### config.mk
export PLATFORM = sky130hd
export DESIGN_NAME = cargador_programa
export DESIGN_NICKNAME = d
export VERILOG_FILES = /design/src/rtl/cargador_programa.sv
export SDC_FILE = /design/constraint.sdc
export NUM_CORES = 1
export LEC_CHECK = 0
export ABC_CLOCK_PERIOD_IN_PS = 2000
export BUFFER_PORTS_ARGS = -buffer_cell sky130_fd_sc_hd__buf_2
export CAP_MARGIN = 20
export CELL_PAD_IN_SITES_DETAIL_PLACEMENT = 1
export CELL_PAD_IN_SITES_GLOBAL_PLACEMENT = 1
export CORE_MARGIN = 3
export CORE_UTILIZATION = 41
export CTS_CLUSTER_SIZE = 25
export DETAILED_ROUTE_END_ITERATION = 6
export GPL_TIMING_DRIVEN = 0
export PLACE_DENSITY_LB_ADDON = 0.2
export SYNTH_ARGS = -nofsm -noshare
export SYNTH_HDL_FRONTEND = slang
export SYNTH_SLANG_ARGS = --single-unit
### constraint.sdc
create_clock -name i_clk -period 2 [get_ports i_clk]
set_input_delay 0.2 -clock i_clk [delete_from_list [all_inputs] [get_ports i_clk]]
set_output_delay 0.2 -clock i_clk [all_outputs]
set_load 0.02 [all_outputs]
### src/rtl/cargador_programa.sv
// cargador_programa
//   Loads a program into memory from a UART byte stream. On i_start the memory
//   is cleared through its active-low soft reset (RAM_DEPTH cycles). The block
//   then packs incoming bytes MSB-first into RAM_WIDTH words and writes them to
//   consecutive addresses. Loading stops on HALT_WORD, which is itself written,
//   or after the last address has been written (overflow).
//
// Ports
//   i_clk, i_reset      clock (rising edge), asynchronous active-low reset
//   i_start             one-cycle load request (honoured in IDLE and DONE)
//   i_rx_data/valid     byte stream from the UART receiver
//   o_soft_reset        memory clear, active-low
//   o_addr/o_dina       memory write address / data
//   o_wea/o_ena         memory write enable (single-cycle pulse); o_ena == o_wea
//   o_busy/o_done       status: clearing or receiving / load finished
//   o_overflow          load ended on a full memory without HALT_WORD
//   o_word_count        words written in the current load
module cargador_programa #(
  parameter int                   RAM_WIDTH  = 32,
  parameter int                   RAM_DEPTH  = 2048,
  parameter int                   ADDR_WIDTH = 11,
  parameter logic [RAM_WIDTH-1:0] HALT_WORD  = 32'hFFFFFFFF
) (
  input  logic                  i_clk,
  input  logic                  i_reset,
  input  logic                  i_start,
  input  logic [7:0]            i_rx_data,
  input  logic                  i_rx_valid,
  output logic                  o_soft_reset,
  output logic [ADDR_WIDTH-1:0] o_addr,
  output logic [RAM_WIDTH-1:0]  o_dina,
  output logic                  o_wea,
  output logic                  o_ena,
  output logic                  o_busy,
  output logic                  o_done,
  output logic                  o_overflow,
  output logic [ADDR_WIDTH:0]   o_word_count
);

  localparam int NB = RAM_WIDTH / 8;
  localparam int BW = (NB > 1) ? $clog2(NB) : 1;
  localparam logic [BW-1:0]         BYTE_LAST = BW'(NB - 1);
  localparam logic [ADDR_WIDTH-1:0] ADDR_LAST = ADDR_WIDTH'(RAM_DEPTH - 1);
  localparam logic [ADDR_WIDTH:0]   CLR_LAST  = (ADDR_WIDTH + 1)'(RAM_DEPTH - 1);

  typedef enum logic [1:0] {S_IDLE, S_CLEAR, S_RECV, S_DONE} state_t;

  state_t                state_q, state_d;
  logic [ADDR_WIDTH:0]   clr_cnt_q, clr_cnt_d;
  logic [BW-1:0]         byte_idx_q, byte_idx_d;
  logic [RAM_WIDTH-1:0]  asm_q, asm_d, asm_shifted;
  logic                  soft_q, soft_d;
  logic [ADDR_WIDTH-1:0] addr_q, addr_d;
  logic [RAM_WIDTH-1:0]  dina_q, dina_d;
  logic                  wea_q, wea_d;
  logic                  busy_q, busy_d;
  logic                  done_q, done_d;
  logic                  ovf_q, ovf_d;
  logic [ADDR_WIDTH:0]   wc_q, wc_d;
  logic                  term;

  assign asm_shifted = (asm_q << 8) | RAM_WIDTH'(i_rx_data);

  always_comb begin
    state_d    = state_q;
    clr_cnt_d  = clr_cnt_q;
    byte_idx_d = byte_idx_q;
    asm_d      = asm_q;
    soft_d     = soft_q;
    addr_d     = addr_q;
    dina_d     = dina_q;
    wea_d      = 1'b0;
    ovf_d      = ovf_q;
    wc_d       = wc_q;
    term       = 1'b0;
    case (state_q)
      S_IDLE, S_DONE: begin
        if (i_start) begin
          state_d    = S_CLEAR;
          clr_cnt_d  = '0;
          byte_idx_d = '0;
          soft_d     = 1'b0;
          addr_d     = '0;
          wc_d       = '0;
          ovf_d      = 1'b0;
        end
      end
      S_CLEAR: begin
        clr_cnt_d = clr_cnt_q + 1'b1;
        if (clr_cnt_q == CLR_LAST) begin
          clr_cnt_d = '0;
          soft_d    = 1'b1;
          state_d   = S_RECV;
        end
      end
      S_RECV: begin
        // Bookkeeping for the write happening this cycle; a byte arriving in
        // the same cycle still feeds the next word unless the load ends here.
        if (wea_q) begin
          wc_d = wc_q + 1'b1;
          if (dina_q == HALT_WORD) begin
            state_d = S_DONE;
            ovf_d   = 1'b0;
            term    = 1'b1;
          end else if (addr_q == ADDR_LAST) begin
            state_d = S_DONE;
            ovf_d   = 1'b1;
            term    = 1'b1;
          end else begin
            addr_d = addr_q + 1'b1;
          end
        end
        if (i_rx_valid && !term) begin
          asm_d = asm_shifted;
          if (byte_idx_q == BYTE_LAST) begin
            byte_idx_d = '0;
            dina_d     = asm_shifted;
            wea_d      = 1'b1;
          end else begin
            byte_idx_d = byte_idx_q + 1'b1;
          end
        end
      end
      default: state_d = S_IDLE;
    endcase
    busy_d = (state_d == S_CLEAR) || (state_d == S_RECV);
    done_d = (state_d == S_DONE);
  end

  always_ff @(posedge i_clk or negedge i_reset) begin
    if (!i_reset) begin
      state_q    <= S_IDLE;
      clr_cnt_q  <= '0;
      byte_idx_q <= '0;
      asm_q      <= '0;
      soft_q     <= 1'b1;
      addr_q     <= '0;
      dina_q     <= '0;
      wea_q      <= 1'b0;
      busy_q     <= 1'b0;
      done_q     <= 1'b0;
      ovf_q      <= 1'b0;
      wc_q       <= '0;
    end else begin
      state_q    <= state_d;
      clr_cnt_q  <= clr_cnt_d;
      byte_idx_q <= byte_idx_d;
      asm_q      <= asm_d;
      soft_q     <= soft_d;
      addr_q     <= addr_d;
      dina_q     <= dina_d;
      wea_q      <= wea_d;
      busy_q     <= busy_d;
      done_q     <= done_d;
      ovf_q      <= ovf_d;
      wc_q       <= wc_d;
    end
  end

  assign o_soft_reset = soft_q;
  assign o_addr       = addr_q;
  assign o_dina       = dina_q;
  assign o_wea        = wea_q;
  assign o_ena        = wea_q;
  assign o_busy       = busy_q;
  assign o_done       = done_q;
  assign o_overflow   = ovf_q;
  assign o_word_count = wc_q;

endmodule

# Word level (Yosys, flattened, before mapping)
# Cells that the tools add are included.
word_totals:
  regBits: 100
  input_bits: 12
  out_inout_bits: 61
  word_cells: 83
op_classes:
  add_sub_neg: 4
  eq_ne: 17
  muxes: 34
  bitwise_logic: 1
  reduce_logical: 15
op_table:
  columns: ["operator", "n"]
  rows:
  - ["12-bit case mux with 2 select lines", 2]
  - ["11-bit 2-to-1 mux", 4]
  - ["12-bit 2-to-1 mux", 3]
  - ["32-bit == test (second input constant)", 1]
  - ["32-bit by 8-bit bitwise OR with 32-bit output", 1]
  - ["12-bit by 1-bit adder with 12-bit output (second input constant)", 2]
  - ["11-bit case mux with 2 select lines", 1]
  - ["2-bit 2-to-1 mux", 8]
  - ["12-bit by 11-bit == test with 1-bit output (second input constant)", 1]
  - ["1-bit 2-to-1 mux", 12]
  - ["2-bit != test (second input constant)", 6]
  - ["3-bit AND reduction", 4]
  - ["11-bit by 1-bit adder with 11-bit output (second input constant)", 1]
  - ["11-bit == test (second input constant)", 1]
  - ["2-bit == test (second input constant)", 5]
  - ["2-bit case mux with 3 select lines", 1]
  - ["5-bit AND reduction", 1]
  - ["2-bit by 1-bit == test with 1-bit output (second input constant)", 2]
  - ["1-bit case mux with 2 select lines", 2]
  - ["2-bit case mux with 2 select lines", 1]
  - ["2-bit AND reduction", 2]
  - ["4-bit AND reduction", 1]
  - ["2-bit nonzero test", 2]
  - ["3-bit != test (second input constant)", 1]
  - ["6 further kinds", 6]

# Longest topological paths before layout
# Gate-level depths: netlist of the first run.
depth:
  depth_word: 9
  mapped_depth: 11
  depth_no_buf: 8

# Worst setup path after synthesis of the first run
# Ideal clock, no wire load.
synth_timing:
  path_kind: "register to register"
  from: "reg addr_q[0] (netlist: o_addr[0])"
  to: "reg asm_q[0]"
  setup_ps: 125
  t_arrival_ps: 2155
  required_ps: 1875
  path_slack_ps: -280
  path_stages_with_launch: 8
  path_buffers: 1
  synth_period_minus_slack_ps: 2280
  cell_sequence: "dfrtp_1 ha_1 nand3_2 nor4_4 a311oi_2 o21ai_4 buf_6 mux2_2"
synth_via:
  elab_chain_len: 8
synth_lines:
  columns: ["element", "line_no", "source"]
  rows:
  - ["start: declaration", "53", "logic [ADDR_WIDTH-1:0] addr_q, addr_d;"]
  - ["start signal: assignment", "150", "addr_q <= addr_d;"]
  - ["11-bit == test", "105", "end else if (addr_q == ADDR_LAST) begin"]
  - ["1-bit 2-to-1 mux", "105", null]
  - ["1-bit 2-to-1 mux", "101", "if (dina_q == HALT_WORD) begin"]
  - ["1-bit 2-to-1 mux", "99", "if (wea_q) begin"]
  - ["1-bit 2-to-1 mux", "76", "case (state_q)"]
  - ["1-bit logical NOT", "113", "if (i_rx_valid && !term) begin"]
  - ["1-bit logical AND", "113", null]
  - ["2-bit AND reduction (no source line)", null, null]
  - ["end signal: assignment", "148", "asm_q <= asm_d;"]
  - ["end: declaration", "51", "logic [RAM_WIDTH-1:0] asm_q, asm_d, asm_shifted;"]
# Every way passes these cells. The select of a mux whose other input is x is not followed.
# A chain may end at the register's enable or synchronous reset.

# Final worst setup path of the first run
layout_timing:
  from: "reg dina_q[11] (netlist: o_dina[11])"
  to: "reg dina_q[21] (netlist: o_dina[21])"
layout_via:
  elab_chain_len: 7
layout_lines:
  columns: ["element", "line_no", "source"]
  rows:
  - ["start: declaration", "54", "logic [RAM_WIDTH-1:0] dina_q, dina_d;"]
  - ["start signal: assignment", "151", "dina_q <= dina_d;"]
  - ["32-bit == test", "101", null]
  - ["1-bit 2-to-1 mux", "101", null]
  - ["1-bit 2-to-1 mux", "99", null]
  - ["1-bit 2-to-1 mux", "76", null]
  - ["1-bit logical NOT", "113", null]
  - ["1-bit logical AND", "113", null]
  - ["3-bit AND reduction (no source line)", null, null]
# Every way passes these cells. The select of a mux whose other input is x is not followed.

==> impl_metrics.yaml, run 1 <==
clock_network:
  clock_path_buffers: 2
  clock_sinks: 100
  cts_root_buffer: "clkbuf_8"
  clk_pin_slew_ns: 0.10
  clock_latency_ns: 0.38
  h-tree-depth: 3
  cts_buffers: 9
  cts_tree: "built"
yosys:
  synth_top_area_share_pct: 54.3
  ys_types: 55
  yosys_warnings: 0
  yosys.area.top_type: "dfrtp_1"
  yosysSeqAreaShare_pct: 54.9
  synth.avg_cell_area_um2: 11.9
  synth_top_flop_cell: "dfrtp_1"
  synth_edf_count: 0
  yosysMostFrequentCell: "dfrtp_1"
  synthArstFlopShare_pct: 100
  synth_nets: 403
  synth_area_mm2: 0.00456
  netlist_top_cells_count: "dfrtp_1 (99), mux2_2 (54), nor2_1 (30)"
  ys_top_cells_by_area: "dfrtp_1 (54%), mux2_2 (13%), nor2_1 (2.5%)"
  syn_inst: 384
  synth-seq-cells: 100
hold_path:
  min_path_cells: 2
  min_path_type: "primary input to flop"
  hp-start: "i_rx_data[1]"
  whs_endpoint: "asm_q[1]$_DFFE_PN0P_"
worst_setup_path:
  arrival_ns: 2.47
  critPathMaxFanout: 5
  reg2reg_to: "o_dina[21]$_DFFE_PN0P_"
  r2r-start: "o_dina[11]$_DFFE_PN0P_"
  cp-startpoint: "o_dina[11]$_DFFE_PN0P_"
  crit_path_start_kind: "flop"
  cp-end-kind: "flop"
  critPathRequiredTime_ns: 2.27
  path_class: "flop to flop"
  r2r_setup_slack_ns: -0.20
  reg2regPathDepth: 8
sta:
  finalCriticalPeriod_ns: 2.20
  rsz0062_at_grt: "true"
  slew_headroom_pct: 63.7
  finalSetupViolCount: 68
  finalMaxSlewViolations: 0
  final_hold_viol_count: 0
  finalCritPeriodShare_pct: 110
  fmax_ghz: 0.454
  hold_ws_ns: 0.0648
  clock_skew_ns: 0.00620
  setup_ws_ns: -0.201
  worst_pin_slew_ns: 0.544
  setup_tns_ns: -8.57
grt:
  grt_pass1_vias: 3892
  grt.overflow.total: 0
  grt_pass1_wl_mm: 21.7
  grt_max_degree: 66
  track_usage_pct: 22.1
  antenna_found_initial: 0
floorplan:
  die_w_um: 111
  die_h_um: 111
  core_mm2: 0.0106
  top_level_ports: 73
  initial_core_util_pct: 43.2
  dieArea_mm2: 0.0124
  num_rows: 37
power:
  total_power_mw: 3.68
  ir_worst_vdd_mv: 0.631
  power_density_mw_per_mm2: 575
  p_leak_nw: 3.24
placed_design:
  place_hpwl_mm: 7.84
  place_congestion: 0.752
  portBuffers: 71
  placedCellCount: 592
detailed_routing:
  drt_wl_total_mm: 13.6
  via_per_inst: 5.49
  vias: 3582
  wl_per_cell_um: 20.9
  ant_nets: 0
  drcViolationCount: 0
  dr.pass1.iters: 4
  dr.first_iter.drc_count: 163
layout:
  stdcell_count: 653
  drive_gt1_share_pct: 52.2
  diodes: 0
  area_delta_synth_final_pct: 40.4
  nNetsFinal: 531
run:
  cap_violations: 0
outcome:
  outcome: "finished with violations"
  violations: "negative setup slack"
## cell type report
class / count / area, um^2
fill: 1072 / 4150
inverter: 10 / 47.5
tap: 136 / 170
timing repair buffer: 124 / 957
multi-input combinational: 257 / 2380
buffer: 10 / 97.6
clock inverter: 5 / 100
clock buffer: 11 / 131
sequential: 100 / 2520
## metal layers
layer	routed length, um	track usage, %
met1	5680	27.7
met4	187	6.73
met2	7280	38.4
met5	0	0
met3	493	4.73
## power breakdown
part           internal [mW]  leakage, nW  switching [mW]
clock                  0.829        0.117           0.748
combinational         0.0214         1.79          0.0596
sequential              2.02         1.33         0.00101
total                   2.87         3.24           0.809
## worst max-delay path by stage
stage	endpoint	slack, ns	depth (start not counted)
final	o_dina[21]$_DFFE_PN0P_	-0.20	8
after CTS	o_addr[6]$_DFFE_PN0P_	-0.26	11
after global placement	o_dina[12]$_DFFE_PN0P_	-0.56	1
after global routing	o_dina[22]$_DFFE_PN0P_	-0.28	8
after detailed placement	asm_q[0]$_DFFE_PN0P_	-0.36	7
after floorplan	o_addr[6]$_DFFE_PN0P_	-0.11	11
## worst max-delay path: stages (launching register included)
cell,delay [ns]
dfrtp_2,0.41
nand4_1,0.16
nor4_4,0.41
and3_4,0.26
o21ai_4,0.08
nand4_4,0.19
buf_12,0.13
buf_12,0.12
mux2_4,0.32
## cells in the final DEF (no fill, tap or decap), types with 4 or more instances in the layout
master | netlist | final
a21oi_1 | 16 | 9
a21oi_2 | 1 | 7
and3_1 | 6 | 4
buf_12 | 0 | 8
buf_2 | 4 | 71
buf_4 | 3 | 32
buf_6 | 6 | 13
clkbuf_1 | 4 | 4
clkbuf_8 | 0 | 9
dfrtp_1 | 99 | 85
dfrtp_2 | 0 | 14
ha_4 | 0 | 4
inv_1 | 10 | 6
mux2_2 | 54 | 4
mux2_4 | 0 | 52
nand2_1 | 24 | 23
nand3_1 | 15 | 13
nand4_1 | 13 | 13
nor2_1 | 30 | 24
nor2_2 | 1 | 5
o21ai_0 | 16 | 10
o21ai_2 | 1 | 4
or3_1 | 11 | 10
xnor2_1 | 5 | 5
xor2_1 | 11 | 11
## what timing repair did
action,CTS,global route
hold endpoints to repair,35,0
gates resized for setup,89,49
cloned,5,0
hold buffers,1,0
setup buffers,32,17
pin swaps,24,24
setup endpoints to repair,87,90
## per-stage QoR
step / instance area, um^2 / setup WS, ns / util (%)
after CTS: 6240 / -0.258 / 59.2
after global placement: 5230 / -0.564 / 49.5
after global routing: 6400 / -0.285 / 60.7
after detailed placement: 5260 / -0.360 / 49.8
after floorplan: 4700 / -0.107 / -
final: 6400 / -0.201 / 60.7
## state kept, by name, indices dropped and copies added, names as in the netlist, 2 cells and up
register      cells
state_q           2
o_word_count     12
o_dina           32
asm_q            24
o_addr           11
byte_idx_q        2
clr_cnt_q        12
## cells by family after synthesis
family | synth area share [%]
compound gates | 8.12
xor+xnor | 3.07
fa+ha+maj | 1.92
buf+inv | 3.57
flops | 54.9
mux | 14.3
simple gates | 14.1
Note: power is estimated with default switching activity, not from simulation.
==> run 2: changes to the inputs <==
- ABC_CLOCK_PERIOD_IN_PS: 2000 -> 1850
- clock period: 2 -> 1.85 ns (I/O delays scaled with it)
==> run 2 against run 1 <==
The flow still finishes with violations (negative setup slack). Design area grew 2.3%. Count of clock-buffer cells in the layout is 3 higher. Core utilization rose by 1.4 points. Fmax rose by 1.9%. Final cell count grew 2.8%.
==> impl_metrics.yaml, run 2 (synthesis results as in run 1) <==
sta:
  finalSetupViolCount: 85
  final_hold_viol_count: 0
  finalCriticalPeriod_ns: 2.16
  finalCritPeriodShare_pct: 117
  setup_ws_ns: -0.310
  rsz0062_at_grt: "true"
  fmax_ghz: 0.463
  setup_tns_ns: -17.62
  slew_headroom_pct: 60.2
  finalMaxSlewViolations: 0
  clock_skew_ns: 0.0143
  worst_pin_slew_ns: 0.596
detailed_routing:
  via_per_inst: 5.52
  dr.first_iter.drc_count: 194
  ant_nets: 0
  drcViolationCount: 0
  wl_per_cell_um: 21.9
  dr.pass1.iters: 4
  vias: 3704
  drt_wl_total_mm: 14.7
grt:
  grt_max_degree: 60
  antenna_found_initial: 0
  grt_pass1_wl_mm: 22.2
  grt_pass1_vias: 3962
  grt.overflow.total: 0
  track_usage_pct: 22.4
clock_network:
  h-tree-depth: 3
  clk_pin_slew_ns: 0.10
  clock_path_buffers: 2
  cts_tree: "built"
  cts_root_buffer: "clkbuf_8"
  cts_buffers: 9
  clock_sinks: 100
  clock_latency_ns: 0.38
worst_setup_path:
  r2r-start: "o_dina[2]$_DFFE_PN0P_"
  path_class: "flop to flop"
  cp-end-kind: "flop"
  crit_path_start_kind: "flop"
  arrival_ns: 2.42
  critPathMaxFanout: 6
  r2r_setup_slack_ns: -0.31
  reg2reg_to: "o_dina[4]$_DFFE_PN0P_"
  reg2regPathDepth: 9
  critPathRequiredTime_ns: 2.11
placed_design:
  placedCellCount: 592
  place_congestion: 0.775
  place_hpwl_mm: 7.97
  placedInstanceArea_mm2: 0.00529
  portBuffers: 71
  pre_cts_slack_ns: -0.502
layout:
  diodes: 0
  stdcell_count: 671
  layout_commonest_cell: "dfrtp_1"
  area_delta_synth_final_pct: 43.7
  stdcell_area_mm2: 0.00655
  final_cell_mix: "dfrtp_1 (83), buf_2 (71), mux2_4 (53)"
  drive_gt1_share_pct: 56.3
  largest_register_ffs: 32
  nNetsFinal: 549
hold_path:
  whs_endpoint: "o_dina[3]$_DFFE_PN0P_"
  min_path_type: "primary input to flop"
  hp-start: "i_rx_data[3]"
  min_path_cells: 2
floorplan:
  num_rows: 37
  die_h_um: 111
  die_w_um: 111
  dieArea_mm2: 0.0124
  core_mm2: 0.0106
  top_level_ports: 73
  initial_core_util_pct: 43.2
outcome:
  violations: "negative setup slack"
  outcome: "finished with violations"
power:
  p_leak_nw: 3.33
  power_density_mw_per_mm2: 552
  ir_worst_vdd_mv: 0.405
  total_power_mw: 3.61
run:
  cap_violations: 0
[run 2: cell count changes in the layout (fill, tap and decap cells not counted), moves of 4 or more]
cell	before	now
buf_12	8	1
buf_4	32	38
buf_6	13	28
buf_8	3	7
nand2_1	23	19
nand2_2	0	4
nor2_2	5	1
o21ai_0	10	14
o21ai_2	4	0
[run 2: how the worst max path moves through the flow]
stage / startpoint / to / slack, ns / depth (start not counted)
2_1_floorplan: state_q[0]$_DFF_PN0_ / o_addr[6]$_DFFE_PN0P_ / -0.26 / 11
3_3_place_gp: i_reset / o_dina[12]$_DFFE_PN0P_ / -0.69 / 1
3_5_place_dp: state_q[1]$_DFF_PN0_ / clr_cnt_q[9]$_DFFE_PN0P_ / -0.50 / 8
4_1_cts: state_q[1]$_DFF_PN0_ / o_addr[6]$_DFFE_PN0P_ / -0.35 / 10
5_1_grt: o_dina[26]$_DFFE_PN0P_ / o_dina[4]$_DFFE_PN0P_ / -0.43 / 9
6_report: o_dina[2]$_DFFE_PN0P_ / o_dina[4]$_DFFE_PN0P_ / -0.31 / 9
[run 2: metal layers]
| metal | part of all wire (%) | GRT usage (%) | vias to the layer above | routed length [um] |
|---|---|---|---|---|
| li1 | - | - | 1659 | - |
| met1 | 42 | 28.5 | 1953 | 6100 |
| met2 | 54 | 39.2 | 74 | 7880 |
| met3 | 3.2 | 4.08 | 18 | 473 |
| met4 | 1.5 | 6.73 | 0 | 223 |
| met5 | 0 | 0 | - | 0 |
[run 2: where the power goes]
part,leakage [nW],switching [mW],internal [mW],total [mW]
logic,1.91,0.0632,0.0214,0.0845
clock network,0.0905,0.781,0.563,1.34
registers,1.33,0.00130,2.18,2.19
total,3.33,0.845,2.77,3.61
[run 2: worst max-delay path, stage by stage (launching register included)]
cell and delay, ns:
dfrtp_1 0.39, nand4_1 0.12, nor2_1 0.35, and3_1 0.26
buf_6 0.12, o21ai_4 0.06, nand4_4 0.18, buf_6 0.15
buf_8 0.12, mux2_4 0.30
[run 2: layout make-up]
class / instances / area (um^2)
Buffer: 11 / 130
Clock buffer: 14 / 163
Clock inverter: 2 / 10.0
Inverter: 10 / 37.5
Multi-Input combinational cell: 258 / 2460
Timing Repair Buffer: 140 / 1060
Fill cell: 1069 / 4000
Tap cell: 136 / 170
Sequential cell: 100 / 2520
[run 2: metrics by stage]
step	util (%)	hold WS (ns)
6_report	62.1	0.0457
3_5_place_dp	50.1	0.230
2_1_floorplan	-	-0.111
4_1_cts	59.2	0.0456
5_1_grt	62.1	0.0371
3_3_place_gp	49.8	0.431
[run 2: what timing repair did]
item / in CTS / in global routing
pin swaps: 23 / 41
cloned: 5 / 2
hold buffers: 1 / 0
hold endpoints to repair: 41 / 0
buffers inserted: 40 / 27
endpoints found under the setup margin: 90 / 97
gates resized for setup: 98 / 64
==> run 3: changes to the inputs <==
- MAX_ROUTING_LAYER: not set -> met4
- SETUP_SLACK_MARGIN: not set -> 0.3
==> run 3 against run 2 <==
The run still ends with negative setup slack left. First-iteration DRC count rose by 16%. Final cell count grew 3.7%. Routed wire length is 21% higher. Critical path type unchanged. Sequential share of layout area is 3.1 points lower. Critical path depth grew 2. Global-route usage grew 3.6 points. Non-clock buffer count rose by 25. Via count rose by 6.9%. Count of clock-buffer cells in the layout is 5 lower. Worst setup slack got worse by 0.20 ns. Power increased by 9.9%.
==> impl_metrics.yaml, run 3 (synthesis results as in run 1) <==
power:
  total_power_mw: 3.97
  ir_worst_vdd_mv: 1.04
  p_leak_nw: 3.55
  power_density_mw_per_mm2: 558
detailed_routing:
  dr.pass1.iters: 4
  drcViolationCount: 0
  dr.first_iter.drc_count: 226
  via_per_inst: 5.69
  wl_per_cell_um: 25.5
  drt_wl_total_mm: 17.7
  ant_nets: 0
  vias: 3961
grt:
  grt_pass1_wl_mm: 24.8
  grt_pass1_vias: 4357
  track_usage_pct: 26.1
  grt.overflow.total: 0
  antenna_found_initial: 0
  grt_max_degree: 70
sta:
  finalCritPeriodShare_pct: 128
  fmax_ghz: 0.424
  finalMaxSlewViolations: 0
  worst_pin_slew_ns: 0.449
  rsz0062_at_grt: "true"
  slew_headroom_pct: 70.0
  setup_tns_ns: -35.39
  finalCriticalPeriod_ns: 2.36
  final_hold_viol_count: 0
  setup_ws_ns: -0.509
  clock_skew_ns: 0.0155
  finalSetupViolCount: 96
layout:
  largest_register_ffs: 32
  nNetsFinal: 574
  multi_input_area_mm2: 0.00260
  final_cell_mix: "dfrtp_1 (84), buf_2 (71), mux2_4 (56)"
  diodes: 0
  layout_commonest_cell: "dfrtp_1"
  drive_gt1_share_pct: 61.4
  fillCellCount: 1053
  register_area_mm2: 0.00252
  stdcell_area_mm2: 0.00712
  area_delta_synth_final_pct: 56.1
  post-route-util_pct: 67.5
floorplan:
  core_mm2: 0.0106
  die_w_um: 111
  num_rows: 37
  dieArea_mm2: 0.0124
  top_level_ports: 73
  die_h_um: 111
  initial_core_util_pct: 43.2
worst_setup_path:
  reg2regPathDepth: 11
  crit_path_start_kind: "flop"
  r2r-start: "state_q[0]$_DFF_PN0_"
  critPathRequiredTime_ns: 2.11
  critPathMaxFanout: 6
  path_class: "flop to flop"
  cp-end-kind: "flop"
  arrival_ns: 2.62
  reg2reg_to: "clr_cnt_q[8]$_DFFE_PN0P_"
  r2r_setup_slack_ns: -0.51
hold_path:
  hp-start: "i_rx_data[4]"
  min_path_type: "primary input to flop"
  whs_endpoint: "asm_q[4]$_DFFE_PN0P_"
  min_path_cells: 2
clock_network:
  clock_path_buffers: 2
  cts_tree: "built"
  cts_root_buffer: "clkbuf_8"
  clk_pin_slew_ns: 0.12
  cts_buffers: 9
  clock_latency_ns: 0.39
  h-tree-depth: 3
  clock_sinks: 100
placed_design:
  place_congestion: 0.724
  pre_cts_slack_ns: -0.523
  place_hpwl_mm: 8.07
  placedInstanceArea_mm2: 0.00531
  portBuffers: 71
outcome:
  violations: "negative setup slack"
  outcome: "finished with violations"
run:
  cap_violations: 0
[run 3: timing repair]
action / 4_1_cts / 5_1_grt
setup buffers: 48 / 31
setup endpoints to repair: 99 / 101
pin swaps: 40 / 30
hold buffers: 1 / 0
cloned: 8 / 0
endpoints found under the hold margin: 31 / 0
gates resized for setup: 131 / 59
[run 3: worst max path at each step]
| stage | start | to |
|---|---|---|
| after floorplan | state_q[0]$_DFF_PN0_ | o_addr[6]$_DFFE_PN0P_ |
| after global placement | i_reset | o_dina[12]$_DFFE_PN0P_ |
| after detailed placement | state_q[0]$_DFF_PN0_ | o_addr[3]$_DFFE_PN0P_ |
| after CTS | state_q[0]$_DFF_PN0_ | o_addr[8]$_DFFE_PN0P_ |
| after global routing | state_q[0]$_DFF_PN0_ | o_addr[6]$_DFFE_PN0P_ |
| final | state_q[0]$_DFF_PN0_ | clr_cnt_q[8]$_DFFE_PN0P_ |
[run 3: final cells by class]
cell class / instances / area share (%)
Multi-Input combinational cell: 258 / 36.5
Buffer: 17 / 3.43
Clock inverter: 7 / 1.51
Clock buffer: 9 / 1.74
Inverter: 10 / 0.562
Sequential cell: 100 / 35.4
Tap cell: 136 / 2.39
Timing Repair Buffer: 159 / 18.4
[run 3: metal layers]
layer | track usage (%) | routed length (um) | vias to the layer above | share of wire, %
met1 | 29.8 | 7140 | 2085 | 40
li1 | - | - | 1723 | -
met5 | - | 0 | - | 0
met3 | 3.80 | 649 | 33 | 3.7
met4 | 9.33 | 439 | 0 | 2.5
met2 | 46.5 | 9510 | 120 | 54
[run 3: critical path: stages, from the launching register on]
cell     delay, ns
dfrtp_1       0.43
inv_2         0.10
ha_4          0.20
buf_6         0.12
buf_6         0.11
buf_8         0.13
nor2b_4       0.16
a21oi_4       0.07
nor3b_4       0.31
nand4_1       0.21
xor2_1        0.27
nor2_1        0.10
[run 3: report_power, final]
group          internal (mW)  switching [mW]  leakage, nW
Sequential              2.19         0.00223         1.33
Combinational         0.0245          0.0704         2.10
Clock                  0.789           0.901        0.114
[run 3: through the flow]
step	hold WS [ns]	std cells
finish	0.0477	696
global route	0.0315	696
CTS	0.0312	665
detailed placement	0.156	592
global placement	0.431	591
floorplan	-0.111	384
